--- src/rtl/testframe_pkg.sv ---
// Shared constants, state encoding and helpers for the GMII test frame source.
// Lengths are 11 bits wide to match the frame byte index counter.
package testframe_pkg;

   localparam logic [7:0]  PREAMBLE_BYTE      = 8'h55;
   localparam logic [7:0]  SFD_BYTE           = 8'hD5;
   localparam logic [10:0] PREAMBLE_LEN       = 11'd7;
   localparam logic [10:0] HDR_LEN            = 11'd42;
   localparam logic [10:0] TRAILER_LEN        = 11'd18;
   localparam logic [10:0] FCS_LEN            = 11'd4;
   localparam logic [10:0] IFG_LEN            = 11'd12;
   localparam logic [10:0] MIN_LEN            = 11'd64;
   localparam logic [10:0] MAX_LEN            = 11'd1518;
   localparam logic [15:0] TESTFRAME_UDP_PORT = 16'h0007;

   typedef enum logic [2:0] {
      ST_IDLE,
      ST_PREAMBLE,
      ST_SFD,
      ST_HEADER,
      ST_PAD,
      ST_TRAILER,
      ST_FCS,
      ST_IFG
   } state_e;

   function automatic logic [10:0] clamp_len(input logic [10:0] l);
      if (l < MIN_LEN)      return MIN_LEN;
      else if (l > MAX_LEN) return MAX_LEN;
      else                  return l;
   endfunction

   // Ones-complement sum of the ten IPv4 header words (checksum word = 0).
   // Ten 16-bit words fit in 20 bits, so two folds always clear the carry.
   function automatic logic [15:0] ip_csum(input logic [10:0] len,
                                           input logic [31:0] sip,
                                           input logic [31:0] dip);
      logic [19:0] s;
      s = 20'h04500 + {9'd0, len - 11'd18} + 20'h04000 + 20'h04011
        + {4'd0, sip[31:16]} + {4'd0, sip[15:0]}
        + {4'd0, dip[31:16]} + {4'd0, dip[15:0]};
      s = {4'd0, s[15:0]} + {16'd0, s[19:16]};
      s = {4'd0, s[15:0]} + {16'd0, s[19:16]};
      return ~s[15:0];
   endfunction

endpackage

--- src/rtl/testframe_generator_crc32_d8.sv ---
// Combinational Ethernet CRC-32 (reflected 0x04C11DB7) update for one byte.
// Ports: crc_in[31:0] running CRC, d[7:0] data byte (LSB first), crc_out[31:0].
module crc32_d8 (
   input  logic [31:0] crc_in,
   input  logic [7:0]  d,
   output logic [31:0] crc_out
);

   localparam logic [31:0] POLY_REFL = 32'hEDB88320;

   logic [31:0] c;

   always_comb begin
      c = crc_in ^ {24'd0, d};
      for (int i = 0; i < 8; i++) begin
         c = c[0] ? ((c >> 1) ^ POLY_REFL) : (c >> 1);
      end
      crc_out = c;
   end

endmodule

--- src/rtl/testframe_generator.sv ---
// GMII TX test frame source: preamble, SFD, Eth/IPv4/UDP header, pad, seq/ts trailer, FCS, IFG.
// Ports: clk, reset (async, high), start, frame_len[10:0], ts_sec[47:0], ts_nsec[31:0] in;
//        busy, frame_done, tx_seq_num[63:0], gmii_d[7:0], gmii_en, gmii_er out.
module testframe_generator
   import testframe_pkg::*;
#(
   parameter logic [47:0] DST_MAC   = 48'hFFFF_FFFF_FFFF,
   parameter logic [47:0] SRC_MAC   = 48'h0200_0000_0001,
   parameter logic [31:0] SRC_IP    = 32'hC0A8_0001,
   parameter logic [31:0] DST_IP    = 32'hC0A8_0002,
   parameter logic [15:0] UDP_SPORT = 16'h0400
) (
   input  logic        clk,
   input  logic        reset,
   input  logic        start,
   input  logic [10:0] frame_len,
   input  logic [47:0] ts_sec,
   input  logic [31:0] ts_nsec,
   output logic        busy,
   output logic        frame_done,
   output logic [63:0] tx_seq_num,
   output logic [7:0]  gmii_d,
   output logic        gmii_en,
   output logic        gmii_er
);

   state_e state_q, state_d;
   logic [10:0]  cnt_q, cnt_d;
   logic [10:0]  len_q, len_d;
   logic [63:0]  seq_q, seq_d;
   logic [63:0]  tseq_q, tseq_d;
   logic [79:0]  ts_q, ts_d;
   logic [15:0]  csum_q, csum_d;
   logic [31:0]  crc_q, crc_d, crc_nxt;
   logic [7:0]   d_q, d_d;
   logic         en_q, en_d;
   logic         busy_q, busy_d;
   logic         done_q, done_d;
   logic         accept;
   logic [335:0] hdr_vec;
   logic [143:0] trl_vec;
   logic [10:0]  trl_k, fcs_k;
   logic [7:0]   hdr_byte, trl_byte, fcs_byte;

   crc32_d8 u_crc (
      .crc_in  (crc_q),
      .d       (d_q),
      .crc_out (crc_nxt)
   );

   assign hdr_vec = {DST_MAC, SRC_MAC, 16'h0800, 8'h45, 8'h00,
                     {5'd0, len_q - 11'd18}, 16'h0000, 16'h4000,
                     8'h40, 8'h11, csum_q, SRC_IP, DST_IP, UDP_SPORT,
                     TESTFRAME_UDP_PORT, {5'd0, len_q - 11'd38}, 16'h0000};
   assign trl_vec = {tseq_q, ts_q};

   // Next state; cnt is the frame byte index from HEADER through FCS.
   always_comb begin
      state_d = state_q;
      cnt_d   = cnt_q + 11'd1;
      len_d   = len_q;
      seq_d   = seq_q;
      tseq_d  = tseq_q;
      accept  = 1'b0;
      unique case (state_q)
         ST_IDLE: begin
            cnt_d  = '0;
            accept = start;
         end
         ST_PREAMBLE: begin
            if (cnt_q == PREAMBLE_LEN - 11'd1) begin
               state_d = ST_SFD;
               cnt_d   = '0;
            end
         end
         ST_SFD: begin
            state_d = ST_HEADER;
            cnt_d   = '0;
         end
         ST_HEADER: begin
            if (cnt_q == HDR_LEN - 11'd1)
               state_d = (len_q == MIN_LEN) ? ST_TRAILER : ST_PAD;
         end
         ST_PAD: begin
            if (cnt_q == len_q - TRAILER_LEN - FCS_LEN - 11'd1)
               state_d = ST_TRAILER;
         end
         ST_TRAILER: begin
            if (cnt_q == len_q - FCS_LEN - 11'd1)
               state_d = ST_FCS;
         end
         ST_FCS: begin
            if (cnt_q == len_q - 11'd1) begin
               state_d = ST_IFG;
               cnt_d   = '0;
               seq_d   = seq_q + 64'd1;
            end
         end
         ST_IFG: begin
            if (cnt_q == IFG_LEN - 11'd1) begin
               state_d = ST_IDLE;
               cnt_d   = '0;
               accept  = start;
            end
         end
         default: begin
            state_d = ST_IDLE;
            cnt_d   = '0;
         end
      endcase
      if (accept) begin
         state_d = ST_PREAMBLE;
         cnt_d   = '0;
         len_d   = clamp_len(frame_len);
         tseq_d  = seq_q;
      end
   end

   // CRC covers bytes already on the wire; crc_d already includes the byte
   // now being sent, so the FCS bytes can be taken from it directly.
   always_comb begin
      crc_d = crc_q;
      if (state_q == ST_SFD)
         crc_d = '1;
      else if (state_q == ST_HEADER || state_q == ST_PAD ||
               state_q == ST_TRAILER)
         crc_d = crc_nxt;
      csum_d = csum_q;
      if (state_q == ST_PREAMBLE)
         csum_d = ip_csum(len_q, SRC_IP, DST_IP);
      ts_d = ts_q;
      if (state_d == ST_TRAILER && state_q != ST_TRAILER)
         ts_d = {ts_sec, ts_nsec};
      done_d = (state_q == ST_FCS) && (state_d == ST_IFG);
      busy_d = (state_d != ST_IDLE);
   end

   // Byte for the slot being entered; ts bytes come late enough in the
   // trailer that ts_q is already loaded when they are selected.
   always_comb begin
      trl_k    = cnt_d - (len_q - TRAILER_LEN - FCS_LEN);
      fcs_k    = cnt_d - (len_q - FCS_LEN);
      hdr_byte = '0;
      trl_byte = '0;
      fcs_byte = '0;
      for (int i = 0; i < 42; i++)
         if (cnt_d == 11'(i)) hdr_byte = hdr_vec[8*(41-i) +: 8];
      for (int i = 0; i < 18; i++)
         if (trl_k == 11'(i)) trl_byte = trl_vec[8*(17-i) +: 8];
      for (int i = 0; i < 4; i++)
         if (fcs_k == 11'(i)) fcs_byte = ~crc_d[8*i +: 8];
   end

   always_comb begin
      en_d = 1'b1;
      d_d  = '0;
      unique case (state_d)
         ST_PREAMBLE: d_d = PREAMBLE_BYTE;
         ST_SFD:      d_d = SFD_BYTE;
         ST_HEADER:   d_d = hdr_byte;
         ST_PAD:      d_d = 8'h00;
         ST_TRAILER:  d_d = trl_byte;
         ST_FCS:      d_d = fcs_byte;
         default:     en_d = 1'b0;
      endcase
   end

   always_ff @(posedge clk or posedge reset) begin
      if (reset) begin
         state_q <= ST_IDLE;
         cnt_q   <= '0;
         len_q   <= MIN_LEN;
         seq_q   <= '0;
         tseq_q  <= '0;
         ts_q    <= '0;
         csum_q  <= '0;
         crc_q   <= '1;
         d_q     <= '0;
         en_q    <= 1'b0;
         busy_q  <= 1'b0;
         done_q  <= 1'b0;
      end else begin
         state_q <= state_d;
         cnt_q   <= cnt_d;
         len_q   <= len_d;
         seq_q   <= seq_d;
         tseq_q  <= tseq_d;
         ts_q    <= ts_d;
         csum_q  <= csum_d;
         crc_q   <= crc_d;
         d_q     <= d_d;
         en_q    <= en_d;
         busy_q  <= busy_d;
         done_q  <= done_d;
      end
   end

   assign gmii_d     = d_q;
   assign gmii_en    = en_q;
   assign gmii_er    = 1'b0;
   assign busy       = busy_q;
   assign frame_done = done_q;
   assign tx_seq_num = seq_q;

endmodule

--- config.mk ---
export PLATFORM = sky130hd
export DESIGN_NAME = testframe_generator
export DESIGN_NICKNAME = d
export VERILOG_FILES = /design/src/rtl/testframe_pkg.sv /design/src/rtl/testframe_generator_crc32_d8.sv /design/src/rtl/testframe_generator.sv
export SDC_FILE = /design/constraint.sdc
export NUM_CORES = 1
export LEC_CHECK = 0
export CELL_PAD_IN_SITES_DETAIL_PLACEMENT = 1
export CELL_PAD_IN_SITES_GLOBAL_PLACEMENT = 1
export CORE_AREA = 5 5 218 220
export DETAILED_ROUTE_END_ITERATION = 8
export DIE_AREA = 0 0 223 225
export PLACE_DENSITY_LB_ADDON = 0.1
export SETUP_SLACK_MARGIN = 0.05
export SLEW_MARGIN = 20
export SYNTH_ARGS = -nofsm -noshare
export SYNTH_HDL_FRONTEND = slang
export SYNTH_HIERARCHICAL = 1
export SYNTH_SLANG_ARGS = --single-unit
--- constraint.sdc ---
create_clock -name clk -period 9.95 [get_ports clk]
set_input_delay 1.99 -clock clk [delete_from_list [all_inputs] [get_ports clk]]
set_output_delay 1.99 -clock clk [all_outputs]
set_load 0.01 [all_outputs]
==> summary.md <==
Route
• 0 — Antenna Nets Post-Route
• 5.90 — mean number of vias per cell
• 6 — length of the first detailed-routing pass in iterations
• 15600 — total via count in the routed design
• 982 — initial drt markers
• 66.9 mm — final routed wirelength across all metal layers
• 25.2 µm — detail-routed net length per standard cell
• 0 — # DRC

Synthesis
• sky130_fd_sc_hd__dfrtp_1 34%, sky130_fd_sc_hd__mux2_2 8.4%, sky130_fd_sc_hd__xnor2_1 7.8% — synth top area cells
• 114 — synth unique cells
• 9.88 µm² — Avg Cell Area, Syn
• 2034 — synthesized net count
• 6 — Synth warnings
• 1.00 — asr flop ratio synth
• sky130_fd_sc_hd__dfrtp_1 — cell taking the most area after synthesis
• sky130_fd_sc_hd__dfrtp_1 — Synth Flop Type
• 1904 — Post-Synthesis Cells
• 0 — number of enable flip-flop cells after synthesis
• 0.0188 mm² — post-synth design cell area
• 0.388 — register area share after synthesis
• 290 — number of register bits inferred by synthesis
• 0.342 — top cell type's share of synthesized area

Floorplanning
• 170 — Top Ports
• 225 µm — die outline height
• 223 µm — die width
• 0.0451 mm² — area of the core
• 0.0502 mm² — overall die area
• 0.417 — starting density of the core
• 78 — std cell rows

Final layout
• 2154 — final net count
• 257 x sky130_fd_sc_hd__dfrtp_1, 210 x sky130_fd_sc_hd__nand2_1, 168 x sky130_fd_sc_hd__xnor2_1, 168 x sky130_fd_sc_hd__clkdlybuf4s50_1, 140 x sky130_fd_sc_hd__mux2_2 — most frequent cells in the layout
• 18.0% — area overhead of the layout relative to synthesis
• 0.162 — ratio of cells with drive above 1 in the final layout
• 0 — diode insertion count for antenna repair
• sky130_fd_sc_hd__dfrtp_1 — most common cell after layout, fill and taps aside

Clocking
• sky130_fd_sc_hd__clkbuf_16 — root buffer cell
• 0 — number of buffers added for setup after CTS
• 0.05 ns — clock transition at the registers of the reported paths
• yes — TritonCTS clock tree
• 0 — hold buffer count at cts
• 36 — cts bufs inserted
• 290 — clock sinks
• 0 — post-CTS resize count
• 2 — maximum level of the CTS H-tree
• 3 — maximum clock path buffer count
• 0.56 ns — Skew-Pair Late Insertion Delay

Timing
• 0.262 — Max transition margin
• 0.0129 ns — post-route clock skew
• 2.14 ns — worst-case setup margin in the final layout
• 0 ns — setup tns final
• 0 — Final Hold Violating Endpoints
• 0 — Slew Limit Fails
• 0 — final setup violation count
• false — RSZ-0062 raised after global routing
• 0.785 — part of the cycle the worst path needs
• 7.81 ns — Min Clock Period, post-route
• 1.08 ns — measured slew at the worst slew-check pin
• 128 MHz — highest clock frequency the design can meet

Setup path
• register — Worst Setup Start Kind
• gmii_d[2] — Reg2Reg Capture Point
• 19 — top fanout value on the critical path
• reg2reg — category of the critical setup timing path
• 8.24 ns — Worst EP arrival
• register — critical path endpoint category
• 10.38 ns — CP Data Required Time
• 2.14 ns — register-to-register setup slack
• len_q[1] — Worst R2R Start
• 24 — R2R depth

Power and ir drop
• 2.06 mW — Internal
• 2.65 mW — Power Total
• 0.510 — relative contribution of the clock network to total power
• 0.222 — fraction of power spent switching nets
• 9.47 nW — static leakage power
• 0.000121 V — Max IR drop VDD
• 0.588 mW — switching power
• 0.034 — relative contribution of combinational cells to total power
• 0.456 — sequential share of power
• 119 mW/mm² — PwrDens

Global routing
• 0.262 — GRT Overall Usage
• 0 — GR Overflow Total
• 103 mm — first-pass GRT wire length
• 0 — initial antenna violation count
• 16600 — via count of the first global-routing pass
• 170 — maximum number of pins on one net before global-route repair

Hold path
• reg2reg — worst min-delay path category
• csum_q[13] — Hold Path End
• 1 — hold path depth
• csum_q[13] — HP Start

Placed design
• 2.35 ns — Place WS
• 50.5 mm — HPWL reported at the end of detailed placement
• 0.952 — final RePlAce weighted congestion
• 168 — Port Buffers

Outcome
• finished, final reports clean — run status

Job
• 0 — max-capacitance violation count

[worst max path at each step]
stage	from	cells after the start	slack (ns)	endpoint
CTS	len_q[1]	21	2.32	gmii_d[5]
finish	len_q[1]	24	2.14	gmii_d[2]
global placement	len_q[1]	25	2.55	gmii_d[2]
global route	len_q[1]	25	1.57	gmii_d[2]
detailed placement	len_q[1]	21	2.35	gmii_d[5]
floorplan	len_q[1]	28	3.65	gmii_d[0]
[cell families after synthesis]
logic type	synth area share
flip-flops	0.388
buffers and inverters	0.0356
other	0.000199
multiplexers	0.116
AO/OA/AOI/OAI	0.128
adder cells (fa/ha/maj)	0.0250
AND/OR/NAND/NOR	0.179
XOR/XNOR	0.127
[final cells by class]
cell class,count,area [µm²]
Tap cell,600,751
Inverter,51,195
Fill cell,5074,22900
Sequential cell,290,7300
Clock buffer,56,1060
Multi-Input combinational cell,1457,10900
Clock inverter,10,166
Timing Repair Buffer,188,1840
[state kept, by name, summed over array words and instances, names as in the netlist, 3 cells and up]
signal / flops
crc_q: 32
ts_q: 80
len_q: 11
gmii_d: 8
tseq_q: 64
state_q: 3
tx_seq_num: 64
cnt_q: 11
csum_q: 14
[power groups by stage]
stage                     registers [mW]  logic [mW]  clock network [mW]
after floorplan                     1.22      0.0376                   0
after global placement              1.23      0.0914                   0
after detailed placement            1.23      0.0927                   0
after CTS                           1.21      0.0929                1.39
after global routing                1.21      0.0999                1.43
final                               1.21      0.0900                1.35
[metal layers]
metal / track usage / wire, µm
met5: 0 / 0
met4: 0.0846 / 2280
met3: 0.0276 / 2290
met2: 0.441 / 32400
met1: 0.356 / 30000
[through the flow]
stage | hold WS (ns) | instances | instance area, µm² | util
floorplan | 0.429 | 1904 | 18800 | -
global placement | 0.453 | 2586 | 21000 | 0.465
detailed placement | 0.450 | 2586 | 21000 | 0.465
CTS | 0.469 | 2652 | 22200 | 0.492
global route | 0.488 | 2652 | 22200 | 0.492
finish | 0.469 | 2652 | 22200 | 0.492
[cell usage after synthesis, types with 13 or more instances]
cell type,n
sky130_fd_sc_hd__nor2b_1,15
sky130_fd_sc_hd__nand2b_1,15
sky130_fd_sc_hd__xor2_1,51
sky130_fd_sc_hd__dfstp_2,33
sky130_fd_sc_hd__o21ai_0,68
sky130_fd_sc_hd__o22ai_1,13
sky130_fd_sc_hd__clkbuf_1,58
sky130_fd_sc_hd__ha_1,36
sky130_fd_sc_hd__nor2_1,97
sky130_fd_sc_hd__mux2i_1,19
sky130_fd_sc_hd__nand4_1,32
sky130_fd_sc_hd__and3_1,29
sky130_fd_sc_hd__or3_1,15
sky130_fd_sc_hd__nor4_1,18
sky130_fd_sc_hd__a21oi_1,60
sky130_fd_sc_hd__nand3_1,108
sky130_fd_sc_hd__xnor2_1,168
sky130_fd_sc_hd__buf_2,28
sky130_fd_sc_hd__a21o_1,15
sky130_fd_sc_hd__a31oi_1,15
sky130_fd_sc_hd__mux2_2,140
sky130_fd_sc_hd__dfrtp_1,257
sky130_fd_sc_hd__and2_1,15
sky130_fd_sc_hd__nand2_1,211
sky130_fd_sc_hd__mux4_2,16
sky130_fd_sc_hd__inv_1,48
sky130_fd_sc_hd__nor3_1,36
sky130_fd_sc_hd__o211ai_1,14
[worst max-delay path: stages, from the launching register on]
cell and delay (ns):
sky130_fd_sc_hd__dfrtp_1 0.36, sky130_fd_sc_hd__buf_4 0.22, sky130_fd_sc_hd__inv_1 0.42, sky130_fd_sc_hd__ha_1 0.44, sky130_fd_sc_hd__or3b_4 0.44, sky130_fd_sc_hd__or4_1 0.58
sky130_fd_sc_hd__and2_4 0.21, sky130_fd_sc_hd__nand3b_4 0.19, sky130_fd_sc_hd__o21ai_0 0.46, sky130_fd_sc_hd__nand2_1 0.30, sky130_fd_sc_hd__nand2_1 0.24, sky130_fd_sc_hd__inv_1 0.13
sky130_fd_sc_hd__ha_1 0.43, sky130_fd_sc_hd__a21o_1 0.20, sky130_fd_sc_hd__a21o_1 0.18, sky130_fd_sc_hd__a2111oi_0 0.49, sky130_fd_sc_hd__nand2b_1 0.16, sky130_fd_sc_hd__o21ai_0 0.11
sky130_fd_sc_hd__xnor2_1 0.30, sky130_fd_sc_hd__o211ai_2 0.23, sky130_fd_sc_hd__nor3_2 0.64, sky130_fd_sc_hd__o221ai_1 0.27, sky130_fd_sc_hd__o311ai_0 0.16, sky130_fd_sc_hd__o21ai_1 0.19
sky130_fd_sc_hd__a211o_1 0.32
Power figures use the tool's default switching activity.
